File: src/rtl/pattern_sender_pkg.sv
// pattern_sender_pkg
//   Shared definitions for the 1-2-3 symbol link. The symbol values and the
//   state encoding live here so that the sender and the pattern detector
//   agree on the bus encoding.
//   Contents:
//     SYM_NONE/SYM_1/SYM_2/SYM_3 : 2-bit symbol values on num
//     state_t                    : sender FSM encoding (IDLE, RUN1..3, TERM)
//     DEFAULT_CW                 : default run-length count width
package pattern_sender_pkg;

    localparam logic [1:0] SYM_NONE = 2'b00;
    localparam logic [1:0] SYM_1    = 2'b01;
    localparam logic [1:0] SYM_2    = 2'b10;
    localparam logic [1:0] SYM_3    = 2'b11;

    localparam int DEFAULT_CW = 4;

    typedef enum logic [2:0] {
        ST_IDLE = 3'd0,
        ST_RUN1 = 3'd1,
        ST_RUN2 = 3'd2,
        ST_RUN3 = 3'd3,
        ST_TERM = 3'd4
    } state_t;

endpackage

File: src/rtl/pattern_sender_run_counter.sv
// run_counter
//   Loadable CW-bit down-counter holding the number of symbols still to be
//   sent in the current phase, including the one on the bus now.
//   A load of 0 is clamped to 1 so every phase lasts at least one cycle.
//   Ports:
//     clk      in   clock
//     reset    in   synchronous active-high reset (count -> 0)
//     load     in   load load_val (clamped) this edge
//     load_val in   CW  new run length
//     last     out  count is 1: the current symbol is the phase's last
module run_counter #(
    parameter int CW = 4
) (
    input  logic          clk,
    input  logic          reset,
    input  logic          load,
    input  logic [CW-1:0] load_val,
    output logic          last
);

    localparam logic [CW-1:0] ONE = {{(CW-1){1'b0}}, 1'b1};

    logic [CW-1:0] count;

    always_ff @(posedge clk) begin
        if (reset) begin
            count <= '0;
        end else if (load) begin
            count <= (load_val == '0) ? ONE : load_val;
        end else if (count != '0) begin
            // Saturates at 0 so a stray decrement never wraps to 2^CW-1.
            count <= count - ONE;
        end
    end

    assign last = (count == ONE);

endmodule

File: src/rtl/pattern_sender.sv
// pattern_sender
//   Frame generator for the 2-bit symbol bus. On start (sampled in IDLE) it
//   sends max(cnt1,1) x 01, max(cnt2,1) x 10, max(cnt3,1) x 11, then a single
//   00 terminator with a done pulse.
//   Handshake: start is a level request honoured only in IDLE; there is no
//   back-pressure. busy is high from the first symbol through the
//   terminator; done is high only in the terminator cycle.
//   Ports:
//     clk       in   clock
//     reset     in   synchronous active-high reset
//     start     in   frame request
//     cnt1..3   in   CW  run lengths of 01 / 10 / 11 (0 treated as 1)
//     num       out  2   registered symbol bus
//     busy      out  registered frame-in-progress flag
//     done      out  registered terminator pulse
//     dbg_state out  current FSM state
module pattern_sender
    import pattern_sender_pkg::*;
#(
    parameter int CW = DEFAULT_CW
) (
    input  logic          clk,
    input  logic          reset,
    input  logic          start,
    input  logic [CW-1:0] cnt1,
    input  logic [CW-1:0] cnt2,
    input  logic [CW-1:0] cnt3,
    output logic [1:0]    num,
    output logic          busy,
    output logic          done,
    output state_t        dbg_state
);

    state_t        state;
    // cnt1 is loaded straight into the counter at frame start; only the
    // later phases need a latched copy.
    logic [CW-1:0] c2_q;
    logic [CW-1:0] c3_q;

    logic          cnt_load;
    logic [CW-1:0] cnt_load_val;
    logic          cnt_last;

    // Counter reload: the first phase at frame start, each following phase
    // on the last symbol of the previous one. TERM needs no count.
    always_comb begin
        cnt_load     = 1'b0;
        cnt_load_val = cnt1;
        case (state)
            ST_IDLE: begin
                cnt_load     = start;
                cnt_load_val = cnt1;
            end
            ST_RUN1: begin
                cnt_load     = cnt_last;
                cnt_load_val = c2_q;
            end
            ST_RUN2: begin
                cnt_load     = cnt_last;
                cnt_load_val = c3_q;
            end
            default: begin
                cnt_load     = 1'b0;
                cnt_load_val = cnt1;
            end
        endcase
    end

    run_counter #(.CW(CW)) u_run_counter (
        .clk      (clk),
        .reset    (reset),
        .load     (cnt_load),
        .load_val (cnt_load_val),
        .last     (cnt_last)
    );

    // Outputs are computed for the next state so they leave on registers.
    always_ff @(posedge clk) begin
        if (reset) begin
            state <= ST_IDLE;
            num   <= SYM_NONE;
            busy  <= 1'b0;
            done  <= 1'b0;
            c2_q  <= '0;
            c3_q  <= '0;
        end else begin
            case (state)
                ST_IDLE: begin
                    done <= 1'b0;
                    if (start) begin
                        c2_q  <= cnt2;
                        c3_q  <= cnt3;
                        state <= ST_RUN1;
                        num   <= SYM_1;
                        busy  <= 1'b1;
                    end else begin
                        num  <= SYM_NONE;
                        busy <= 1'b0;
                    end
                end
                ST_RUN1: begin
                    if (cnt_last) begin
                        state <= ST_RUN2;
                        num   <= SYM_2;
                    end
                end
                ST_RUN2: begin
                    if (cnt_last) begin
                        state <= ST_RUN3;
                        num   <= SYM_3;
                    end
                end
                ST_RUN3: begin
                    if (cnt_last) begin
                        state <= ST_TERM;
                        num   <= SYM_NONE;
                        done  <= 1'b1;
                    end
                end
                ST_TERM: begin
                    state <= ST_IDLE;
                    num   <= SYM_NONE;
                    busy  <= 1'b0;
                    done  <= 1'b0;
                end
                default: begin
                    state <= ST_IDLE;
                    num   <= SYM_NONE;
                    busy  <= 1'b0;
                    done  <= 1'b0;
                end
            endcase
        end
    end

    assign dbg_state = state;

endmodule
File: config.mk
export PLATFORM = sky130hd
export DESIGN_NAME = pattern_sender
export DESIGN_NICKNAME = d
export VERILOG_FILES = /design/src/rtl/pattern_sender_pkg.sv /design/src/rtl/pattern_sender_run_counter.sv /design/src/rtl/pattern_sender.sv
export SDC_FILE = /design/constraint.sdc
export NUM_CORES = 1
export LEC_CHECK = 0
export BUFFER_PORTS_ARGS = -buffer_cell sky130_fd_sc_hd__clkbuf_2
export CAP_MARGIN = 15
export CORE_MARGIN = 1
export CORE_UTILIZATION = 45
export DETAILED_ROUTE_END_ITERATION = 16
export GPL_TIMING_DRIVEN = 0
export PLACE_DENSITY = 0.68
export SLEW_MARGIN = 15
export SYNTH_ARGS = -nofsm -noshare
export SYNTH_HDL_FRONTEND = slang
export SYNTH_HIERARCHICAL = 1
export SYNTH_SLANG_ARGS = --single-unit
File: constraint.sdc
create_clock -name clk -period 2.2 [get_ports clk]
set_input_delay 0.55 -clock clk [delete_from_list [all_inputs] [get_ports clk]]
set_output_delay 0.55 -clock clk [all_outputs]
set_load 0.01 [all_outputs]
==> results list, run 1 <==
- Total power density per cell area: approximately 1000 nW/µm²
- Walking the worst path, the cells encountered are inv_1, ha_1, nor3b_4, a21bo_2, a21oi_1, inv_1, nor3_1, a211oi_1.
- Core region area: approximately 2000 µm²
- Outcome: finished, final reports clean
* Most utilized layer in the global route result: met2
* Netlist area before placement: 964.7 µm²
* Req. time, crit path: 2.40 ns
- TritonCTS built the clock tree.
- The internal portion of the total power is 0.0007618 W.
* Layout cell share with drive strength beyond 1: 30.83%
* Area added between synthesis and finish: 18.42%
* Post-synth top area cell: sky130_fd_sc_hd__dfxtp_1
- In this run the post-CTS setup repair buffer count came out at 0.
- Hold WC Path Type: primary input to register
- Die boundary height: 48.30 µm
- VDD IR max: 0.0005853 V
- Most used standard cell by instance count after synthesis: sky130_fd_sc_hd__nand2_1
* Setup slack on the worst flop-to-flop path: about 0.23 ns
* Placer Congestion: 0.7328
* Top delay family on crit path: compound AO/OA/AOI/OAI gates
* Clock share of power: between 10% and 20%
* Total die area: 2333 µm²
* Leakage power: 0.4687 nW
- Final Hold Fails: 0
- Yosys mapped the design onto 33 distinct sky130hd cell types.
* Synthesized instance count: roughly 110
* H-tree depth: 1
- Clock insertion delay at the later pin of the skew report: 0.30 ns
* Worst-margin pin slew: 0.4991 ns
- Switching power: approximately 0.00043 W
- Combinational logic is responsible for 45.2% of the overall power.
- Post-synthesis sequential area ratio: 39.43%
* Peak Freq: 508.7 MHz
* DP HPWL: 1.422 mm
- Global-route wire length before repair: approximately 3.2 mm
* Biggest area contributors in the synthesized netlist: sky130_fd_sc_hd__dfxtp_1 (39%), sky130_fd_sc_hd__nand2_1 (8.2%), sky130_fd_sc_hd__a21oi_1 (7.3%)
- Count of pins over their slew limit: 0
* Cell type of the slowest stage on the worst timing path: sky130_fd_sc_hd__dfxtp_1
- Grt ovf: 0
- Final worst path period need: 1.966 ns
* Total I/O pin count: 22
- For this run, the number of Yosys warnings is 6.
- Total Routed Length: about 1.9 mm
- Antenna Violating Nets Remaining: 0
- In this run the core area contains 16 standard-cell rows.
* Post-Syn Nets: 126
* Clock-pin slew on the worst setup and hold paths: 0.12 ns
* Routed wirelength normalized by instance count: 11.87 µm
* Reg-to-Reg Start: u_run_counter/count[1]
- On the final layout, the worst hold slack is ~0.45 ns.
* CP max stage delay: about 0.33 ns
- The number of antenna violations at the first check in global routing came to 0.
* Average via count per standard cell: 5.263
- Final worst path period share: 89.36%
- The detailed router placed roughly 840 vias in this run.
- Post-route core utilization: 57.64%
- Starting utilization of the core area: between 40% and 50%
- Sequential cells account for 40.0% of the total power.
- Met1 routing resource usage after global routing: 22.13%
* Number of storage elements in the synthesis netlist: 19
- Overall power: between 0.001 and 0.0015 W
- The tree is rooted in a sky130_fd_sc_hd__clkbuf_4.
- Counting every sink on the clock net gives 19.
* Async set-reset flop share out of synthesis: 0%
- Arr. time, crit path: between 2 and 2.5 ns
- The share of synthesized area in the top cell type comes to 39.43%.
* Most frequent CP cell: sky130_fd_sc_hd__inv_1
- Count of hold buffers inserted by post-cts repair: 0
- Number of cells on the critical path: 8
- Entering global routing, the biggest net connects 12 pins.
* Number of gates resized after cts: 1
- M3 GR Usage: 4.088%
* Setup crit start kind: register
* Launch point of the critical path: u_run_counter/count[1]
- Slew Limit Headroom: between 60% and 70%
- Layout fillers: about 200
* Inserted Clock Buffers: 3
* Switching part of the total: 35.91%
- No sink is reached through more buffers than the 2 on the longest clock path.
- Averaged over all synthesized cells, the footprint is between 8 and 9 µm².
* Placed insts: about 160
- Setup repair after global routing left no endpoint under its margin.
- Dominant register cell in the synthesized netlist: sky130_fd_sc_hd__dfxtp_1
- Vias in the first global route: roughly 750
* Number of nets in the layout: 152
- Across the routed clock network, the largest skew measured is 0.01234 ns.
* Critical path buffer and inverter count: 2
- First-pass iteration count of the detailed router: 4
- Number of synthesized flops with an enable pin: 0
- Setup violations remaining at the end of the flow were counted as 0.
- Following the worst setup path forward leads to its endpoint at u_run_counter/count[0].
- Type of destination of the critical path: register
* Finished Layout Cells: 160
* Maximum capacitance violations: 0
- The setup path with the least slack is of type register to register.
- Worst reg2reg path endpoint: u_run_counter/count[0]
* Violation count after the first detailed-route iteration: 17
- Total of buffers placed on input and output ports: 21
* Largest fanout of any net on the critical path: 7
- Global routing consumed, on the met2 layer, 29.34% of the routing resources.
- Post-route DRC violation count: 0
* Ranking of synthesized cells by instance count: sky130_fd_sc_hd__nand2_1 (21), sky130_fd_sc_hd__dfxtp_1 (19), sky130_fd_sc_hd__a21oi_1 (14)
- Total track usage: 17.91%
* R2R cell count: 8
- The die is 48.30 µm wide.
- 0 antenna diodes ended up in the layout.
## registers in the layout, indices dropped and copies added (netlist names)
register / cells
done: 1
c2_q: 4
num: 2
busy: 1
u_run_counter/count: 4
dbg_state: 3
c3_q: 4
## metal layers
metal,vias up,share of wire [%]
li1,434,-
met1,389,47
met2,17,48
met3,2,3.7
met4,0,0.79
met5,-,0
## placed cells by master, fill, tap and decap left out, drive strengths merged
| cell | synthesis | final |
|---|---|---|
| a211oi | 1 | 1 |
| a21bo | 1 | 1 |
| a21oi | 14 | 14 |
| buf | 4 | 4 |
| clkbuf | 2 | 26 |
| clkinv | 0 | 1 |
| dfxtp | 19 | 19 |
| ha | 3 | 3 |
| inv | 3 | 3 |
| mux2 | 2 | 2 |
| nand2 | 21 | 21 |
| nand2b | 2 | 2 |
| nand3 | 1 | 1 |
| nor2 | 4 | 4 |
| nor3 | 3 | 3 |
| nor3b | 3 | 3 |
| nor4b | 2 | 2 |
| o21a | 1 | 1 |
| o21ai | 2 | 2 |
| o21bai | 1 | 1 |
| o22a | 8 | 8 |
| o22ai | 1 | 1 |
| o311a | 1 | 1 |
| o32ai | 1 | 1 |
| or2 | 2 | 2 |
| or3 | 1 | 1 |
| or4b | 1 | 1 |
| xnor2 | 3 | 3 |
| xor2 | 1 | 1 |
## how the worst min path moves through the flow
stage	startpoint	endpoint	depth (start not counted)
3_5_place_dp	c2_q[2]	c2_q[2]	2
5_1_grt	cnt3[2]	c3_q[2]	3
4_1_cts	cnt3[2]	c3_q[2]	3
6_report	cnt3[2]	c3_q[2]	3
2_1_floorplan	c2_q[0]	c2_q[0]	2
3_3_place_gp	c2_q[1]	c2_q[1]	2
## final cells by class
| cell class | instances | area [µm²] | area share (%) |
|---|---|---|---|
| well taps | 27 | 33.78 | 2.957 |
| clock inverters | 1 | 5.005 | 0.4381 |
| inverters | 3 | 11.26 | 0.9858 |
| flip-flops and latches | 19 | 380.4 | 33.30 |
| plain buffers | 6 | 40.04 | 3.505 |
| repair buffers | 21 | 105.1 | 9.200 |
| multi-input cells | 80 | 544.3 | 47.64 |
| clock buffers | 3 | 22.52 | 1.972 |
## cells by family after synthesis
group / synth area share, %
DFF: 39.43
AOI/OAI and AO/OA: 22.05
adders and majority gates: 3.891
buffers and inverters: 5.318
xor gates and xnor gates: 3.632
and+or+nand+nor: 23.35
muxes: 2.334
## power groups by stage
stage / clock network [W] / logic (W) / registers [W]
2_1_floorplan: 0 / 0.000417 / 0.000475
3_3_place_gp: 0 / 0.000519 / 0.000473
3_5_place_dp: 0 / 0.000525 / 0.000475
4_1_cts: 0.000183 / 0.000530 / 0.000470
5_1_grt: 0.000199 / 0.000599 / 0.000484
6_report: 0.000175 / 0.000537 / 0.000476
## metrics by stage
stage               worst slack [ns]  instance area, µm²  setup TNS [ns]
floorplan                     0.2655               964.7               0
global placement            -0.06304                1104        -0.06304
detailed placement          -0.08636                1104        -0.08636
CTS                           0.1455                1136               0
global route                 0.03746                1142               0
finish                        0.2340                1142               0
## worst min-delay path, cell delays in order
cell	delay, ns
sky130_fd_sc_hd__clkbuf_2	0.08
sky130_fd_sc_hd__nand2_1	0.04
sky130_fd_sc_hd__a21oi_1	0.05
Note: power is estimated with default switching activity, not from simulation.
==> run 2, diff against run 1 <==
CORE_MARGIN = default   (was 1)
PLACE_DENSITY = 0.71   (was 0.68)
clock period = 1.7 ns   (was 2.2 ns; I/O delays follow)
==> results list, run 2 (synthesis gave the netlist of run 1 again) <==
- Top delay family on crit path: compound AO/OA/AOI/OAI gates
* Width of the die: 48.30 µm (unchanged)
- CP cell instances: inv_2, ha_1, nor3b_4, a21bo_2, a21oi_4, or2_4, o32ai_2
* Violation count after the first detailed-route iteration: 8 (-9)
- Critical path buffer and inverter count: 1 (-1)
- Overall power: 0.001618 W (+36%)
- The total overflow reported by the global router is 0 (unchanged).
* Switching power: 0.0005833 W (+37%)
- In the layout the commonest cells are sky130_fd_sc_hd__nand2_1 (21), sky130_fd_sc_hd__clkbuf_2 (21), sky130_fd_sc_hd__dfxtp_1 (17).
- DP HPWL: 1.458 mm (+2.5%)
- Proportion of power drawn by flip-flops and latches: 38.6% (-1.4 points)
* RSZ-0062 raised after global routing: false
- Largest fanout of any net on the critical path: 6 (-1)
- The total detailed-routing wirelength was 1.987 mm (+4.6%).
- Total of buffers placed on input and output ports: 21 (unchanged)
- Setup crit start kind: register
- Maximum capacitance violations: 0 (unchanged)
- Die boundary height: 48.30 µm (unchanged)
- The final core area utilization came to 60.10% (+2.5 points).
- The transition time of the tightest slew-check pin is 0.4668 ns (-0.03228 ns).
- Inserted Clock Buffers: 3 (unchanged)
* Average via count per standard cell: 5.019 (-4.6%)
* Clk_skew: 0.008166 ns (-0.004174 ns)
- The share of power burned in the clock network is 13.9% (-0.9 points).
- The number of detailed-route iterations in the first pass is 2 (-2).
- Post-layout instance area: 1191 µm² (+4.3%)
* Core region area: 1982 µm² (unchanged)
* Global-route wire length before repair: 3.277 mm (+2.4%)
- Total I/O pin count: 22 (unchanged)
- TritonCTS built the clock tree.
* Peak Freq: 623.6 MHz (+23%)
- The internal power is 0.001034 W (+36%).
- The number of global-route vias before repair came to 789 (+5.5%).
- The share of post-route cells with drive strength above 1 came to 36.57% (+5.7 points).
* Path type of the worst setup path: register to register
- Total die area: 2333 µm² (unchanged)
- In the final layout, the registers with the most flip-flops are c2_q: 4 flops, c3_q: 4 flops, u_run_counter/count: 4 flops.
- The final-report setup violation count came to 0 (unchanged).
- Final Hold Fails: 0 (unchanged)
- The clock transition at the registers of the reported paths came to 0.11 ns (about the same).
* Maximum clock path buffer count: 2 (unchanged)
- Antenna Violating Nets Remaining: 0 (unchanged)
- Clock insertion delay at the later pin of the skew report: 0.29 ns (about the same)
* Req. time, crit path: 1.91 ns (-0.49 ns)
- The placement-stage cell area is 1112 µm² (+0.79%).
- VDD IR max: 0.0007803 V (+33%)
- The number of sinks on the clock net came to 19 (unchanged).
- Outcome: finished, final reports clean
- Cell type of the slowest stage on the worst timing path: sky130_fd_sc_hd__dfxtp_2
* Placed insts: 156 (unchanged)
- Row count: 16 (unchanged)
- The cell sitting at the root of the clock tree is a sky130_fd_sc_hd__clkbuf_4.
- Placer Congestion: 0.7759 (+5.9%)
- Leakage power: 0.4791 nW (+2.2%)
* Finished Layout Cells: 161 (+0.63%)
- From synthesis to final layout, the design area changed by 23.48%.
* Type of destination of the critical path: register
* Slew Limit Headroom: 68.75% (+2.2 points)
- The final-stage net count came to 153 (+0.66%).
- Total track usage: 17.55% (-0.37 points)
- The DRC violations left was 0 (unchanged).
- The worst stage delay on the critical path came to 0.35 ns (+0.02 ns).
- The share of total power in combinational logic was 47.5% (+2.3 points).
* Pin count of the biggest net entering global routing: 11 (-1)
* Total inserted antenna cells: 0 (unchanged)
* Routed wirelength normalized by instance count: 12.34 µm (+4.0%)
- Switching part of the total: 36.06% (+0.15 points)
- The tightest min-delay check is of the primary input to register type.
* Arr. time, crit path: 1.82 ns (-0.34 ns)
* Initial antenna violation count: 0 (unchanged)
* Total power density per cell area: 1358 nW/µm² (+30%)
* Worst hold slack across all endpoints: 0.3401 ns (-0.1135 ns)
- The number of H-tree branching levels was 1 (unchanged).
- The shortest period the worst path allows came to 1.604 ns (-0.3623 ns).
* Final worst path period share: 94.33% (+5.0 points)
- The number of max-slew violations in the final report was 0 (unchanged).
- Starting utilization of the core area: 48.67% (unchanged)
- The overall via count from detail_route came to 808 (-4.0%).
==> run 2: power by group through the flow <==
stage               clock (W)  combinational [W]  sequential, W
finish               0.000225           0.000769       0.000624
global route         0.000259           0.000848       0.000636
CTS                  0.000234           0.000751       0.000621
detailed placement          0           0.000691       0.000621
global placement            0           0.000672       0.000618
floorplan                   0           0.000547       0.000618
==> run 2: final cells by class <==
class	count	area, µm²
Fill cell	190	790.8
Multi-Input combinational cell	80	578.1
Sequential cell	19	382.9
Timing Repair Buffer	22	112.6
Buffer	6	46.29
Tap cell	27	33.78
Clock buffer	4	26.28
Inverter	3	11.26
==> run 2: what timing repair did <==
| action | 4_1_cts | 5_1_grt |
|---|---|---|
| hold buffers | 0 | 0 |
| endpoints found under the setup margin | 4 | 2 |
| gates resized for setup | 5 | 7 |
| setup buffers | 1 | 0 |
| pin swaps | 0 | 2 |
| gates cloned | 0 | 0 |
==> run 2: worst register-to-register path, cell delays in order, from the launching register on <==
cell                      delay [ns]
sky130_fd_sc_hd__dfxtp_2        0.35
sky130_fd_sc_hd__inv_2          0.05
sky130_fd_sc_hd__ha_1           0.18
sky130_fd_sc_hd__nor3b_4        0.15
sky130_fd_sc_hd__a21bo_2        0.22
sky130_fd_sc_hd__a21oi_4        0.07
sky130_fd_sc_hd__or2_4          0.26
sky130_fd_sc_hd__o32ai_2        0.26
==> run 2: layer usage <==
metal | GRT usage [%] | vias up | part of all wire, %
li1 | - | 432 | -
met1 | 23.77 | 363 | 49
met2 | 28.40 | 11 | 48
met3 | 2.830 | 2 | 2.6
met4 | 5.882 | 0 | 0.75
met5 | 0 | - | 0
==> run 2: path summary, 6_finish.rpt <==
check	startpoint	to	slack [ns]	cells after the start
hold reg to reg	c2_q[3]	c2_q[3]	0.47	2
setup / recovery	u_run_counter/count[1]	u_run_counter/count[3]	0.1	7
hold / removal	cnt2[1]	c2_q[1]	0.34	3
setup reg to reg	u_run_counter/count[1]	u_run_counter/count[3]	0.1	7
==> run 2: per-stage QoR <==
| stage | setup WS [ns] | setup TNS (ns) |
|---|---|---|
| 2_1_floorplan | 0.03202 | 0 |
| 3_3_place_gp | -0.1771 | -0.3580 |
| 3_5_place_dp | -0.2478 | -0.6398 |
| 4_1_cts | 0.007052 | 0 |
| 5_1_grt | 0.001688 | 0 |
| 6_report | 0.09633 | 0 |
